--- src/rtl/bcd_display_scanner_if.sv ---
// Bundle of the scanner's data-side signals: scan controls and BCD value in, digit drive out.
// Latency: none, wires only.
// Backpressure: none; the display sink always accepts what is driven.
interface bcd_display_scanner_if;
   logic        en;
   logic        load;
   logic [15:0] value;
   logic        lzb;
   logic [3:0]  bcd;
   logic [3:0]  an;
   logic        frame_start;

   // Side that supplies the value and controls and watches the digit drive
   modport master (
      output en, load, value, lzb,
      input  bcd, an, frame_start
   );

   // The scanner itself
   modport slave (
      input  en, load, value, lzb,
      output bcd, an, frame_start
   );
endinterface

--- src/rtl/bcd_display_scanner.sv ---
// Time-multiplexed 4-digit common-anode 7-seg scanner with shadow register and leading-zero blanking.
// Latency: an/bcd/frame_start are registered, one cycle behind the slot counters.
// Backpressure: none; en=0 freezes the counters and darkens the display.
module bcd_display_scanner #(
   parameter int PRESCALE = 50000,
   parameter int BLANK    = 2
) (
   input logic                  clk,
   input logic                  rst_n,
   bcd_display_scanner_if.slave io
);

   localparam int            CW       = (PRESCALE > 1) ? $clog2(PRESCALE) : 1;
   localparam logic [CW-1:0] CNT_LAST = CW'(PRESCALE - 1);

   logic [CW-1:0] cnt_q, cnt_d;
   logic [1:0]    idx_q, idx_d;
   logic [15:0]   shadow_q, shadow_d;
   logic [15:0]   disp_q, disp_d;
   logic [3:0]    an_q, an_d;
   logic [3:0]    bcd_q, bcd_d;
   logic          frame_start_q, frame_start_d;
   logic          tick;
   logic [3:0]    nib;
   logic          upper_zero;
   logic [3:0]    shown;

   // Select the addressed nibble and apply invalid-code and leading-zero blanking
   always_comb begin
      nib        = 4'h0;
      upper_zero = 1'b0;
      case (idx_q)
         2'd0: begin
            nib        = disp_q[3:0];
            upper_zero = 1'b0;             // units digit always shows, even for 0
         end
         2'd1: begin
            nib        = disp_q[7:4];
            upper_zero = (disp_q[15:4] == 12'h000);
         end
         2'd2: begin
            nib        = disp_q[11:8];
            upper_zero = (disp_q[15:8] == 8'h00);
         end
         default: begin
            nib        = disp_q[15:12];
            upper_zero = (disp_q[15:12] == 4'h0);
         end
      endcase
      shown = nib;
      if ((nib > 4'd9) || (io.lzb && upper_zero)) begin
         shown = 4'hF;
      end
   end

   // Prescaler, digit index, tear-free frame update and next registered outputs
   always_comb begin
      tick          = io.en && (cnt_q == CNT_LAST);
      cnt_d         = cnt_q;
      idx_d         = idx_q;
      shadow_d      = shadow_q;
      disp_d        = disp_q;
      frame_start_d = 1'b0;
      an_d          = 4'hF;
      bcd_d         = 4'hF;

      if (io.load) begin
         shadow_d = io.value;
      end
      if (io.en) begin
         cnt_d = tick ? '0 : cnt_q + CW'(1);
      end
      if (tick) begin
         idx_d = idx_q + 2'd1;
         // Only swap the displayed value between frames so a digit never mixes two values
         if (idx_q == 2'd3) begin
            disp_d        = shadow_q;
            frame_start_d = 1'b1;
         end
      end
      // First BLANK cycles of each slot stay dark so the previous digit cannot ghost
      if (io.en && (int'(cnt_q) >= BLANK)) begin
         an_d  = ~(4'b0001 << idx_q);
         bcd_d = shown;
      end
   end

   // State and output registers; reset darkens the display immediately
   always_ff @(posedge clk or negedge rst_n) begin
      if (!rst_n) begin
         cnt_q         <= '0;
         idx_q         <= 2'd0;
         shadow_q      <= 16'h0000;
         disp_q        <= 16'h0000;
         an_q          <= 4'hF;
         bcd_q         <= 4'hF;
         frame_start_q <= 1'b0;
      end else begin
         cnt_q         <= cnt_d;
         idx_q         <= idx_d;
         shadow_q      <= shadow_d;
         disp_q        <= disp_d;
         an_q          <= an_d;
         bcd_q         <= bcd_d;
         frame_start_q <= frame_start_d;
      end
   end

   assign io.an          = an_q;
   assign io.bcd         = bcd_q;
   assign io.frame_start = frame_start_q;

endmodule

--- src/flat_wrapper.sv ---
// flat-port wrapper written by rule: the top's interface ports become plain ports
module bcd_display_scanner_flat 
#(
   parameter int PRESCALE = 50000,
   parameter int BLANK    = 2
)
  (clk, rst_n, io_en, io_load, io_value, io_lzb, io_bcd, io_an, io_frame_start);
  bcd_display_scanner_if io_i ();
  input logic clk;
  input logic rst_n;
  input wire logic [$bits(io_i.en)-1:0] io_en;
  input wire logic [$bits(io_i.load)-1:0] io_load;
  input wire logic [$bits(io_i.value)-1:0] io_value;
  input wire logic [$bits(io_i.lzb)-1:0] io_lzb;
  output wire logic [$bits(io_i.bcd)-1:0] io_bcd;
  output wire logic [$bits(io_i.an)-1:0] io_an;
  output wire logic [$bits(io_i.frame_start)-1:0] io_frame_start;
  assign io_i.en = io_en;
  assign io_i.load = io_load;
  assign io_i.value = io_value;
  assign io_i.lzb = io_lzb;
  assign io_bcd = io_i.bcd;
  assign io_an = io_i.an;
  assign io_frame_start = io_i.frame_start;
  bcd_display_scanner #(.PRESCALE(PRESCALE), .BLANK(BLANK)) u_core (.clk(clk), .rst_n(rst_n), .io(io_i));
endmodule
--- config.mk ---
export PLATFORM = sky130hd
export DESIGN_NAME = bcd_display_scanner_flat
export DESIGN_NICKNAME = d
export VERILOG_FILES = /design/src/rtl/bcd_display_scanner_if.sv /design/src/rtl/bcd_display_scanner.sv /design/src/flat_wrapper.sv
export SDC_FILE = /design/constraint.sdc
export NUM_CORES = 1
export LEC_CHECK = 0
export BUFFER_PORTS_ARGS = -buffer_cell sky130_fd_sc_hd__buf_4
export CORE_ASPECT_RATIO = 2
export CORE_MARGIN = 5
export CORE_UTILIZATION = 24
export CTS_CLUSTER_SIZE = 20
export DETAILED_ROUTE_END_ITERATION = 7
export PLACE_DENSITY_LB_ADDON = 0.12
export SYNTH_ARGS = -nofsm -noshare
export SYNTH_HDL_FRONTEND = slang
export SYNTH_SLANG_ARGS = --single-unit
--- constraint.sdc ---
create_clock -name clk -period 2.55 [get_ports clk]
set_input_delay 0.255 -clock clk [delete_from_list [all_inputs] [get_ports clk]]
set_output_delay 0.255 -clock clk [all_outputs]
set_load 0.05 [all_outputs]
### After elaboration in Yosys (flattened, before gate mapping)

Index checks and enable logic that the tools add are counted.

* register bits: 59
* bits in latches: 0
* bits in writable memories: 0
* bits in read-only memories: 0
* memories: 0

* $add $sub $neg: 2
* multipliers: 0
* div/mod/pow operators: 0
* $lt $le $gt $ge: 2
* equality and inequality tests: 4
* shift-type cells: 1
* muxes and demuxes: 8
* bitwise logic cells: 1
* reductions and logical operators: 9

Operators by type and width (number)
* adder 16 x 1 -> 16 bit, second input constant: 1
* == test 16 bit, second input constant: 1
* >= comparator 16 x 2 -> 1 bit, second input constant: 1
* two-way mux 16 bit: 1
* logical NOT 12 bit: 1
* two-way mux 4 bit: 3
* case mux 4 bit (3 select lines): 1
* logical NOT 8 bit: 1
* == test 2 bit, second input constant: 2
* > comparator 4 bit, second input constant: 1
* logical NOT 4 bit: 1
* NOT 4 bit: 1
* << shifter 1 x 2 -> 4 bit, first input constant: 1
* logical AND 1 bit: 3
* case mux 1 bit (3 select lines): 1
* adder 2 x 1 -> 2 bit, second input constant: 1
* == test 2 x 1 -> 1 bit, second input constant: 1
* logical NOT 2 bit: 1
* two-way mux 1 bit: 2
* AND reduction 2 bit: 1
* logical OR 1 bit: 1

### Depth between registers and ports, before layout

* depth in word-level cells: 6
* mapped depth: 6
* gate-level depth less buffers: 6

### Worst setup path before layout

No wires, ideal clock.

* path kind: register to register
* from: register u_core.cnt_q[10]
* to: register u_core.disp_q[10]
* setup time: 125 ps
* arrival: 1879 ps
* data required time: 2425 ps
* setup slack: 546 ps
* stages on the path, launching flop included: 6
* cell sequence: dfrtp_1 > or4_4 > nor4_4 > nand3_4 > buf_6 > mux2_4

* word-level cells in the longest chain between the ends: 3

RTL lines
* start: declaration: RTL line bcd_display_scanner.sv:16 `logic [CW-1:0] cnt_q, cnt_d;`
* start signal: assignment: RTL line bcd_display_scanner.sv:99 `cnt_q <= cnt_d;`
* == test 16 bit: RTL line bcd_display_scanner.sv:58 `tick = io.en && (cnt_q == CNT_LAST);`
* logical AND 1 bit: RTL line bcd_display_scanner.sv:58
* AND reduction 2 bit (no source line)
* end signal: assignment: RTL line bcd_display_scanner.sv:102 `disp_q <= disp_d;`
* end: declaration: RTL line bcd_display_scanner.sv:19 `logic [15:0] disp_q, disp_d;`

No other way between the ends.
A chain may end at the register's enable or synchronous reset.

### Worst setup path in the final report

* from: register u_core.cnt_q[11]
* to: register u_core.disp_q[10]

Same word-level chain as after synthesis.

==> results.json <==
{
  "post-layout-total-power_mw": 2.58,
  "cts_tree": "built",
  "drt_first_iter_violations": 61,
  "grt_pass1_wl_um": 10100,
  "die_w_um": 84.2,
  "arrival_ns": 2.43,
  "synth_nets": 233,
  "finalSetupViolCount": 0,
  "grt_pass1_vias": 1869,
  "syn_avg_cell_area_um2": 12.9,
  "cts-root-to-sink-buffers": 2,
  "ys_async_sr_fraction": 1.00,
  "dieHeight_um": 158,
  "final.period_utilization": 0.873,
  "ys_types": 37,
  "grt_util_all_layers": 0.101,
  "synth_edf_count": 0,
  "timing_worst_slew_pin_value_ns": 0.773,
  "worst-path-max-fanout": 16,
  "drt_pre_antenna_iters": 4,
  "worstSetupPathType": "reg2reg",
  "floorplan.rows": 54,
  "failed_checks": "negative hold slack",
  "grt_setup_unrepaired": "no",
  "crit_required_ns": 2.76,
  "post-cts-setup-buffers": 0,
  "min_path_type": "in2async",
  "clock_period_minus_final_worst_setup_slack_ns": 2.23,
  "final_hold_slack_ns": -0.00315,
  "count_of_input_and_output_buffers": 29,
  "start_kind": "flop",
  "ctsResizeCount": 0,
  "synth_ff_type": "dfrtp_1",
  "synth.most_common_cell": "dfrtp_1",
  "post_detailed_placement_half_perimeter_wirelength_um": 4400,
  "synth.ff_latch_count": 59,
  "tritoncts_num_sinks": 59,
  "floorplan.die_area_um2": 13300,
  "timing.max_cap.violations": 0,
  "final-instance-count-excl-fill": 386,
  "ys_top_cells_by_count": "dfrtp_1, mux2_2, inv_1, nor2_1, mux2_4",
  "cts_inserted_buffers": 9,
  "clk_pin_slew_worst_paths_ns": 0.05,
  "area.growth.synth_to_final_pct": 26.1,
  "grt_start_max_net_pins": 60,
  "finalSetupTns_ns": 0,
  "final.fill_count": 1123,
  "numPlacedInstances": 370,
  "globalRoute.totalOverflow": 0,
  "drtAntennaViolNets": 0,
  "start_util": 0.243,
  "nets": 269,
  "via_count": 1693,
  "fmax_mhz": 449,
  "insertedDiodeCount": 0,
  "final_hold_fails": 1,
  "skew_ns": 0.00481,
  "power-per-cell-area_nw_per_um2": 774,
  "setup.worst_path.end_class": "flop",
  "synth_area_leader_cell": "dfrtp_1",
  "clk_latency_ns": 0.32,
  "synth.yosys.warnings": 0,
  "via_count_normalized_by_instance_count": 4.39,
  "mappedNetlistArea_um2": 2640,
  "route.detailed.wl_per_inst_um": 15.5,
  "core_region_area_um2": 10900,
  "synth_sequential_area_ratio": 0.563,
  "antenna_found_initial": 0,
  "outcome": "complete, but fails checks",
  "drive_above_1_share": 0.370,
  "drc": 0,
  "cts-root-buf": "clkbuf_16",
  "max-vdd-ir-drop_mv": 0.310,
  "post_synth_inst_count": 205,
  "finalMaxSlewViolations": 0,
  "floorplan.io_pins": 30,
  "maxSlewHeadroom": 0.482,
  "gp_congestion": 0.736,
  "synth_top_cells_by_area": "dfrtp_1, mux2_2, dfstp_2",
  "power.static_leakage_nw": 1.51,
  "hold_buffers": 0,
  "number_of_levels_in_the_clock_h_tree": 3,
  "share_of_yosys_cell_area_claimed_by_the_top_area_cell_type": 0.483,
  "final_routed_wirelength_um": 5970
}
[layer usage]
| layer | global-route usage | up-vias | share of wire |
|---|---|---|---|
| met3 | 0.0300 | 9 | 0.032 |
| met1 | 0.0954 | 860 | 0.34 |
| met5 | 0 | - | 0 |
| li1 | - | 800 | - |
| met2 | 0.193 | 24 | 0.60 |
| met4 | 0.0552 | 0 | 0.024 |
[sequential cells by signal (all words and copies together) (netlist names)]
name,count
u_core.idx_q,2
u_core.io.frame_start,1
u_core.cnt_q,16
u_core.disp_q,16
u_core.io.bcd,4
u_core.io.an,4
u_core.shadow_q,16
[cell usage in the layout, fill, tap and decap left out, drive strengths merged, types with 8 or more instances in the layout]
master  netlist  routed
buf           3      30
clkbuf        2       9
dfrtp        51      51
dfstp         8       8
inv          12      12
mux2         33      33
nand2         9       9
nand3         9       9
nor2         12      12
xnor2         9       9
[power by group]
group / total, mW / internal, mW / switching [mW]
Clock: 1.27 / 0.850 / 0.425
Sequential: 1.10 / 1.02 / 0.0873
Combinational: 0.201 / 0.0992 / 0.102
[critical path: stages, from the launching register on]
cell	delay [ns]
dfrtp_1	0.43
or4_4	0.55
nor4_4	0.37
nand3_4	0.36
mux2_4	0.40
[area by class of cell]
type | instances | area [um2] | area share
clock inverter | 7 | 92.6 | 0.0278
timing repair buffer | 30 | 225 | 0.0676
tap | 140 | 175 | 0.0526
clock buffer | 9 | 225 | 0.0676
sequential | 59 | 1490 | 0.446
multi-input combinational | 129 | 1080 | 0.325
inverter | 12 | 45.0 | 0.0135
[path summary, 6_finish.rpt]
| path | startpoint | cells after the start | slack, ns | endpoint |
|---|---|---|---|---|
| setup / recovery | u_core.cnt_q[11] | 4 | 0.32 | u_core.disp_q[10] |
| hold / removal | rst_n | 1 | -0.003 | u_core.shadow_q[7] |
| setup reg to reg | u_core.cnt_q[11] | 4 | 0.32 | u_core.disp_q[10] |
| hold reg to reg | u_core.shadow_q[8] | 1 | 0.50 | u_core.disp_q[8] |
| max in group asynchronous | rst_n | 1 | 2.05 | u_core.shadow_q[1] |
| min in group clk | io_value[15] | 2 | 0.16 | u_core.shadow_q[15] |
[logic make-up (layout without fill, tap and decap cells)]
kind of cell | after synthesis | count (layout) | synth area share
simple gates | 56 | 56 | 0.122
fa+ha+maj | 7 | 7 | 0.0331
mux | 36 | 36 | 0.166
compound gates | 17 | 17 | 0.0459
buf+inv | 17 | 58 | 0.0275
xor+xnor | 13 | 13 | 0.0431
flops | 59 | 59 | 0.562
[stage by stage]
stage	util	setup slack, ns	hold WS, ns	instance area (um2)
after floorplan	-	0.546	-0.0406	2640
after global placement	0.277	0.342	0.387	3020
after detailed placement	0.277	0.305	0.382	3020
after CTS	0.306	0.288	0.0284	3330
after global routing	0.306	0.211	0.0707	3330
final	0.306	0.324	-0.00315	3330
(Power assumes the default switching activity.)
